## src/rtl/tpu_apb_cfg.sv

```systemverilog
// tpu_apb_cfg: APB slave holding the TPU run-control and stage configuration.
// A three-state APB tracker qualifies each access; writes commit and reads are
// captured on the edge that ends a qualified ACCESS cycle. The STDN register
// arbitrates the software start request against the datapath completion pulse.
module tpu_apb_cfg #(
  parameter int REG_ADDRWIDTH = 8,
  parameter int REG_DATAWIDTH = 32,
  parameter int DWIDTH        = 8
) (
  input  logic                     clk,
  input  logic                     reset,
  input  logic [REG_ADDRWIDTH-1:0] PADDR,
  input  logic                     PWRITE,
  input  logic                     PSEL,
  input  logic                     PENABLE,
  input  logic [REG_DATAWIDTH-1:0] PWDATA,
  output logic [REG_DATAWIDTH-1:0] PRDATA,
  output logic                     PREADY,
  output logic                     enable_matmul,
  output logic                     enable_norm,
  output logic                     enable_activation,
  output logic                     enable_pool,
  output logic [DWIDTH-1:0]        mean,
  output logic [DWIDTH-1:0]        inv_var,
  output logic                     start_tpu,
  input  logic                     done_tpu
);

  typedef enum logic [1:0] {
    IDLE   = 2'd0,
    SETUP  = 2'd1,
    ACCESS = 2'd2
  } apb_state_e;

  localparam logic [REG_ADDRWIDTH-1:0] ADDR_STDN    = REG_ADDRWIDTH'('h00);
  localparam logic [REG_ADDRWIDTH-1:0] ADDR_ENABLES = REG_ADDRWIDTH'('h20);
  localparam logic [REG_ADDRWIDTH-1:0] ADDR_MEAN    = REG_ADDRWIDTH'('h28);
  localparam logic [REG_ADDRWIDTH-1:0] ADDR_INV_VAR = REG_ADDRWIDTH'('h2C);

  apb_state_e               state_q, state_d;
  logic                     start_q, start_d;
  logic                     done_q, done_d;
  logic [3:0]               en_q, en_d;
  logic [DWIDTH-1:0]        mean_q, mean_d;
  logic [DWIDTH-1:0]        inv_var_q, inv_var_d;
  logic [REG_DATAWIDTH-1:0] prdata_q, prdata_d;
  logic [REG_DATAWIDTH-1:0] rdata;

  logic access_ok;
  logic wr_commit;
  logic rd_commit;
  logic stdn_wr;
  logic start_req;
  logic done_evt;

  // Only a few write-data bits reach registers; the rest are intentionally ignored.
  logic unused_wdata;
  assign unused_wdata = ^PWDATA;

  // A transfer completes only in ACCESS with the bus still driving select and enable.
  assign access_ok = (state_q == ACCESS) && PSEL && PENABLE;
  assign PREADY    = access_ok;
  assign wr_commit = access_ok && PWRITE;
  assign rd_commit = access_ok && !PWRITE;

  // STDN arbitration terms: a start only counts when idle, and completion is
  // honoured while running or when it coincides with a start request.
  assign stdn_wr   = wr_commit && (PADDR == ADDR_STDN);
  assign start_req = stdn_wr && PWDATA[0] && !start_q;
  assign done_evt  = done_tpu && (start_q || start_req);

  // APB phase tracker; dropping PSEL always returns to IDLE.
  always_comb begin
    state_d = state_q;
    if (!PSEL) begin
      state_d = IDLE;
    end else begin
      unique case (state_q)
        IDLE:    if (!PENABLE) state_d = SETUP;
        SETUP:   if (PENABLE)  state_d = ACCESS;
        ACCESS:  state_d = IDLE;
        default: state_d = IDLE;
      endcase
    end
  end

  // Read-data mux for the currently addressed register; unused bits read 0.
  always_comb begin
    rdata = '0;
    unique case (PADDR)
      ADDR_STDN: begin
        rdata[0]               = start_q;
        rdata[REG_DATAWIDTH-1] = done_q;
      end
      ADDR_ENABLES: rdata[3:0]        = en_q;
      ADDR_MEAN:    rdata[DWIDTH-1:0] = mean_q;
      ADDR_INV_VAR: rdata[DWIDTH-1:0] = inv_var_q;
      default:      rdata             = '0;
    endcase
  end

  // Register next-state: completion outranks any STDN write on the same edge.
  always_comb begin
    start_d   = start_q;
    done_d    = done_q;
    en_d      = en_q;
    mean_d    = mean_q;
    inv_var_d = inv_var_q;
    prdata_d  = prdata_q;

    if (done_evt) begin
      start_d = 1'b0;
      done_d  = 1'b1;
    end else if (stdn_wr) begin
      if (PWDATA[0]) begin
        if (!start_q) begin
          start_d = 1'b1;
          done_d  = 1'b0;
        end
      end else begin
        start_d = 1'b0;
      end
    end

    if (wr_commit) begin
      unique case (PADDR)
        ADDR_ENABLES: en_d      = PWDATA[3:0];
        ADDR_MEAN:    mean_d    = PWDATA[DWIDTH-1:0];
        ADDR_INV_VAR: inv_var_d = PWDATA[DWIDTH-1:0];
        default:      en_d      = en_q;
      endcase
    end

    if (rd_commit) begin
      prdata_d = rdata;
    end
  end

  // State and register update; reset wins over any in-flight transfer.
  always_ff @(posedge clk) begin
    if (reset) begin
      state_q   <= IDLE;
      start_q   <= 1'b0;
      done_q    <= 1'b0;
      en_q      <= '0;
      mean_q    <= '0;
      inv_var_q <= '0;
      prdata_q  <= '0;
    end else begin
      state_q   <= state_d;
      start_q   <= start_d;
      done_q    <= done_d;
      en_q      <= en_d;
      mean_q    <= mean_d;
      inv_var_q <= inv_var_d;
      prdata_q  <= prdata_d;
    end
  end

  assign PRDATA            = prdata_q;
  assign start_tpu         = start_q;
  assign enable_matmul     = en_q[0];
  assign enable_norm       = en_q[1];
  assign enable_activation = en_q[2];
  assign enable_pool       = en_q[3];
  assign mean              = mean_q;
  assign inv_var           = inv_var_q;

endmodule

```

## config.mk

```make
export PLATFORM = sky130hd
export DESIGN_NAME = tpu_apb_cfg
export DESIGN_NICKNAME = d
export VERILOG_FILES = /design/src/rtl/tpu_apb_cfg.sv
export SDC_FILE = /design/constraint.sdc
export NUM_CORES = 1
export LEC_CHECK = 0
export ABC_CLOCK_PERIOD_IN_PS = 2680
export CELL_PAD_IN_SITES_DETAIL_PLACEMENT = 0
export CELL_PAD_IN_SITES_GLOBAL_PLACEMENT = 1
export CORE_ASPECT_RATIO = 1.5
export CORE_MARGIN = 8
export CORE_UTILIZATION = 26
export CTS_CLUSTER_SIZE = 40
export DETAILED_ROUTE_END_ITERATION = 6
export PLACE_DENSITY_LB_ADDON = 0.1
export SYNTH_ARGS = -nofsm -noshare
export SYNTH_HDL_FRONTEND = slang
export SYNTH_SLANG_ARGS = --single-unit
export TNS_END_PERCENT = 5
```

## constraint.sdc

```tcl
create_clock -name clk -period 2.68 [get_ports clk]
set_input_delay 0.402 -clock clk [delete_from_list [all_inputs] [get_ports clk]]
set_output_delay 0.402 -clock clk [all_outputs]
set_load 0.02 [all_outputs]
```

==> reports/results.txt <==
Max Root-Sink Buffers = 2
Worst hold path type = reg -> reg
Comb power frac = 10.7%
LEAKAGE = 0.8779 nW
Core region area = 0.006175 mm²
Total die area = 0.009275 mm²
Synthesized area = 0.001665 mm²
Post-Synth Adder-Cell Area = 0%
Final Non-Filler Cells = 306
DP HPWL = 3.726 mm
Status = completed
# clock sinks = 33
Residual DRC count = 0
Max-cap check violation count = 0
Multi-input logic area = 857.1 µm²
Complex-gate fraction of the synthesized area = 7.513%
# rows = 35
Fillers = 637
Switching pwr = 233.3 µW
Routed WL per cell = 16.06 µm
Xor/xnor share of the synthesized area = 0%
Drt pass-1 iters = 4
Register area share after synthesis = 39.67%
Vias/cell = 4.503
RSZ-0062 raised after global routing = no
Pwr dens = 423.4 mW/mm²
Root buffer cell = clkbuf_8
Gr usage total = 10.94%
CTS Hold Bufs = 0
Initial core utilization = 26.97%
DR vias = 1378
# placed instances = 299
WP data required = 2280 ps
Fmax = 447.6 MHz
Post-synthesis average cell area = 9.356 µm²
Chip Height = 114.0 µm
Fin util = 36.94%
Most frequent CP cell = clkdlybuf4s50_1
Final Max Slew Viols = 0
Largest family of logic cells by synthesized area = simple AND/OR/NAND/NOR gates
Overall routed net length = 4.914 mm
Most common cell after layout, fill and taps aside = clkdlybuf4s50_1
Clock Latency Late Sink = 270 ps
Simple-Gate Fraction of Synth Area = 21.64%
Post-layout net count = 278
Layout Skew = 6.904 ps
Port buffer count = 52
Mux contribution to synthesized area = 17.13%
Slowest CP cell = clkdlybuf4s50_1
Final hold violation count = 0
Internal = 732.3 µW
Clock Power Share = 38.4%
Antenna viol nets, final = 0
Worst-path cell chain = clkdlybuf4s50_1 > nand4b_1 > inv_1 > clkdlybuf4s50_1
Crit end category = output port
Area growth syn-to-layout = 36.96%
Total CTS buffers = 5
Vias in the first global route = 1477
Worst Max-Slew Pin Slew = 872.8 ps
First-pass GRT wire length = 7.790 mm
Syn Inst Count = 178
Synth cell types = 36
RePlAce Congestion = 0.7789
Die W = 81.35 µm
Largest net degree at the start of global routing = 23
Htree depth = 2
Max incr delay on CP = 630 ps
Critical path arrival = 1830 ps
Startpoint Class = input pin
CTS tree = yes
Reg2Reg Depth = 6
Fraction of layout cells with a size suffix above 1 = 9.914%
CTS clock-pin slew for the worst setup and hold paths = 60 ps
Setup TNS = 0 ps
Sequential share of power = 50.9%
Crit path kind = in -> out
Number of diodes = 0
Slew margin rel. = 41.63%
Tot Pwr = 965.7 µW
PostCTS Resize Cnt = 0
Period minus WS final = 2234 ps
Reg area = 660.6 µm²
#FFs+latches synth = 33
Initial antenna violation count = 0
Synth warn = 0
# setup viols final = 0
Commonest non-fill, non-tap cells in the layout = 52 x clkdlybuf4s50_1, 33 x dfxtp_1, 31 x nor2_1, 24 x mux2i_1, 23 x conb_1
Worst VDD drop = 0.2080 mV
Net Sw Frac = 24.16%
GRT Residual Overflow = 0
Final period util = 83.35%
Hold path depth = 2
Worst Path Max Fanout = 5
Io pins = 100
Post-CTS setup buffer count = 0
Initial drt markers = 38
[layout make-up]
| cell class | instances | share of cell area, % |
|---|---|---|
| repair buffers | 59 | 25.12 |
| well taps | 74 | 4.059 |
| inverters | 2 | 0.3291 |
| multi-input cells | 131 | 37.58 |
| flip-flops and latches | 33 | 28.96 |
| clock buffers | 6 | 3.620 |
| clock inverters | 1 | 0.3291 |
[cells by family after synthesis]
family	count (synthesis)
and+or+nand+nor	62
buffers and inverters	36
DFF	33
muxes	28
AOI/OAI and AO/OA	18
other	1
[power by group through the flow]
stage / registers, mW / logic [mW] / clock network (mW)
after floorplan: 0.502 / 0.0805 / 0
after global placement: 0.502 / 0.0997 / 0
after detailed placement: 0.502 / 0.102 / 0
after CTS: 0.491 / 0.102 / 0.394
after global routing: 0.491 / 0.111 / 0.420
final: 0.491 / 0.103 / 0.371
[synth_stat cells]
cell type / instances / share of area, %
inv_1: 2 / 0.45
nand4b_1: 2 / 1.1
nand4_1: 2 / 0.75
clkbuf_1: 8 / 1.8
nand4bb_1: 1 / 0.68
nor4_4: 2 / 2.6
a21oi_1: 1 / 0.30
mux2i_1: 24 / 14
nand3_1: 7 / 2.1
o21ai_0: 5 / 1.5
nand2_1: 1 / 0.23
or4_1: 1 / 0.45
nor4b_1: 2 / 1.1
buf_1: 1 / 0.23
nor4_1: 1 / 0.38
buf_6: 1 / 0.68
buf_4: 23 / 10
nand2b_1: 1 / 0.38
nand3b_1: 2 / 0.90
a211oi_1: 2 / 0.90
nor2b_1: 2 / 0.75
nor2_1: 31 / 7.0
dfxtp_1: 33 / 40
a31o_2: 1 / 0.53
or4_4: 1 / 0.68
nor3b_1: 1 / 0.45
o21bai_1: 1 / 0.45
and3_1: 1 / 0.38
nor3_1: 2 / 0.60
a22oi_1: 5 / 2.3
a32oi_1: 3 / 1.6
and4_1: 1 / 0.53
nor3b_2: 1 / 0.75
conb_1: 1 / 0.23
buf_2: 1 / 0.30
mux2_2: 4 / 2.7
[worst max-delay path, delay by kind of cell]
kind | cells | cell delay, ps
buffers and inverters | 3 | 1290
and+or+nand+nor | 1 | 150
[metal layers]
layer	GRT usage [%]	vias to the layer above	routed length (µm)
met5	0	-	0
li1	-	687	-
met4	3.952	0	30
met3	4.252	2	450
met2	18.70	43	2479
met1	11.64	646	1954
[through the flow]
| stage | hold WS, ps | worst slack, ps | cell area [µm²] |
|---|---|---|---|
| after floorplan | 421.4 | 657.7 | 1748 |
| after global placement | 437.8 | 207.3 | 2191 |
| after detailed placement | 455.0 | 194.1 | 2191 |
| after CTS | 463.4 | 441.2 | 2281 |
| after global routing | 503.2 | 344.8 | 2281 |
| final | 455.1 | 446.1 | 2281 |
[state kept, by name, summed over array words and instances (netlist names)]
| register | cells |
|---|---|
| PRDATA | 9 |
| inv_var | 8 |
| mean | 8 |
| en_q | 4 |
| state_q | 2 |
| done_q | 1 |
| start_tpu | 1 |
[path summary, 6_finish.rpt]
path	slack, ps	end	startpoint
worst max-delay path	450	PREADY	PENABLE
worst min-delay path	460	PRDATA[31]	PRDATA[31]
worst max register to register	910	inv_var[1]	state_q[1]
worst min register to register	460	PRDATA[31]	PRDATA[31]
No activity file was read; power rests on OpenSTA's default activity.
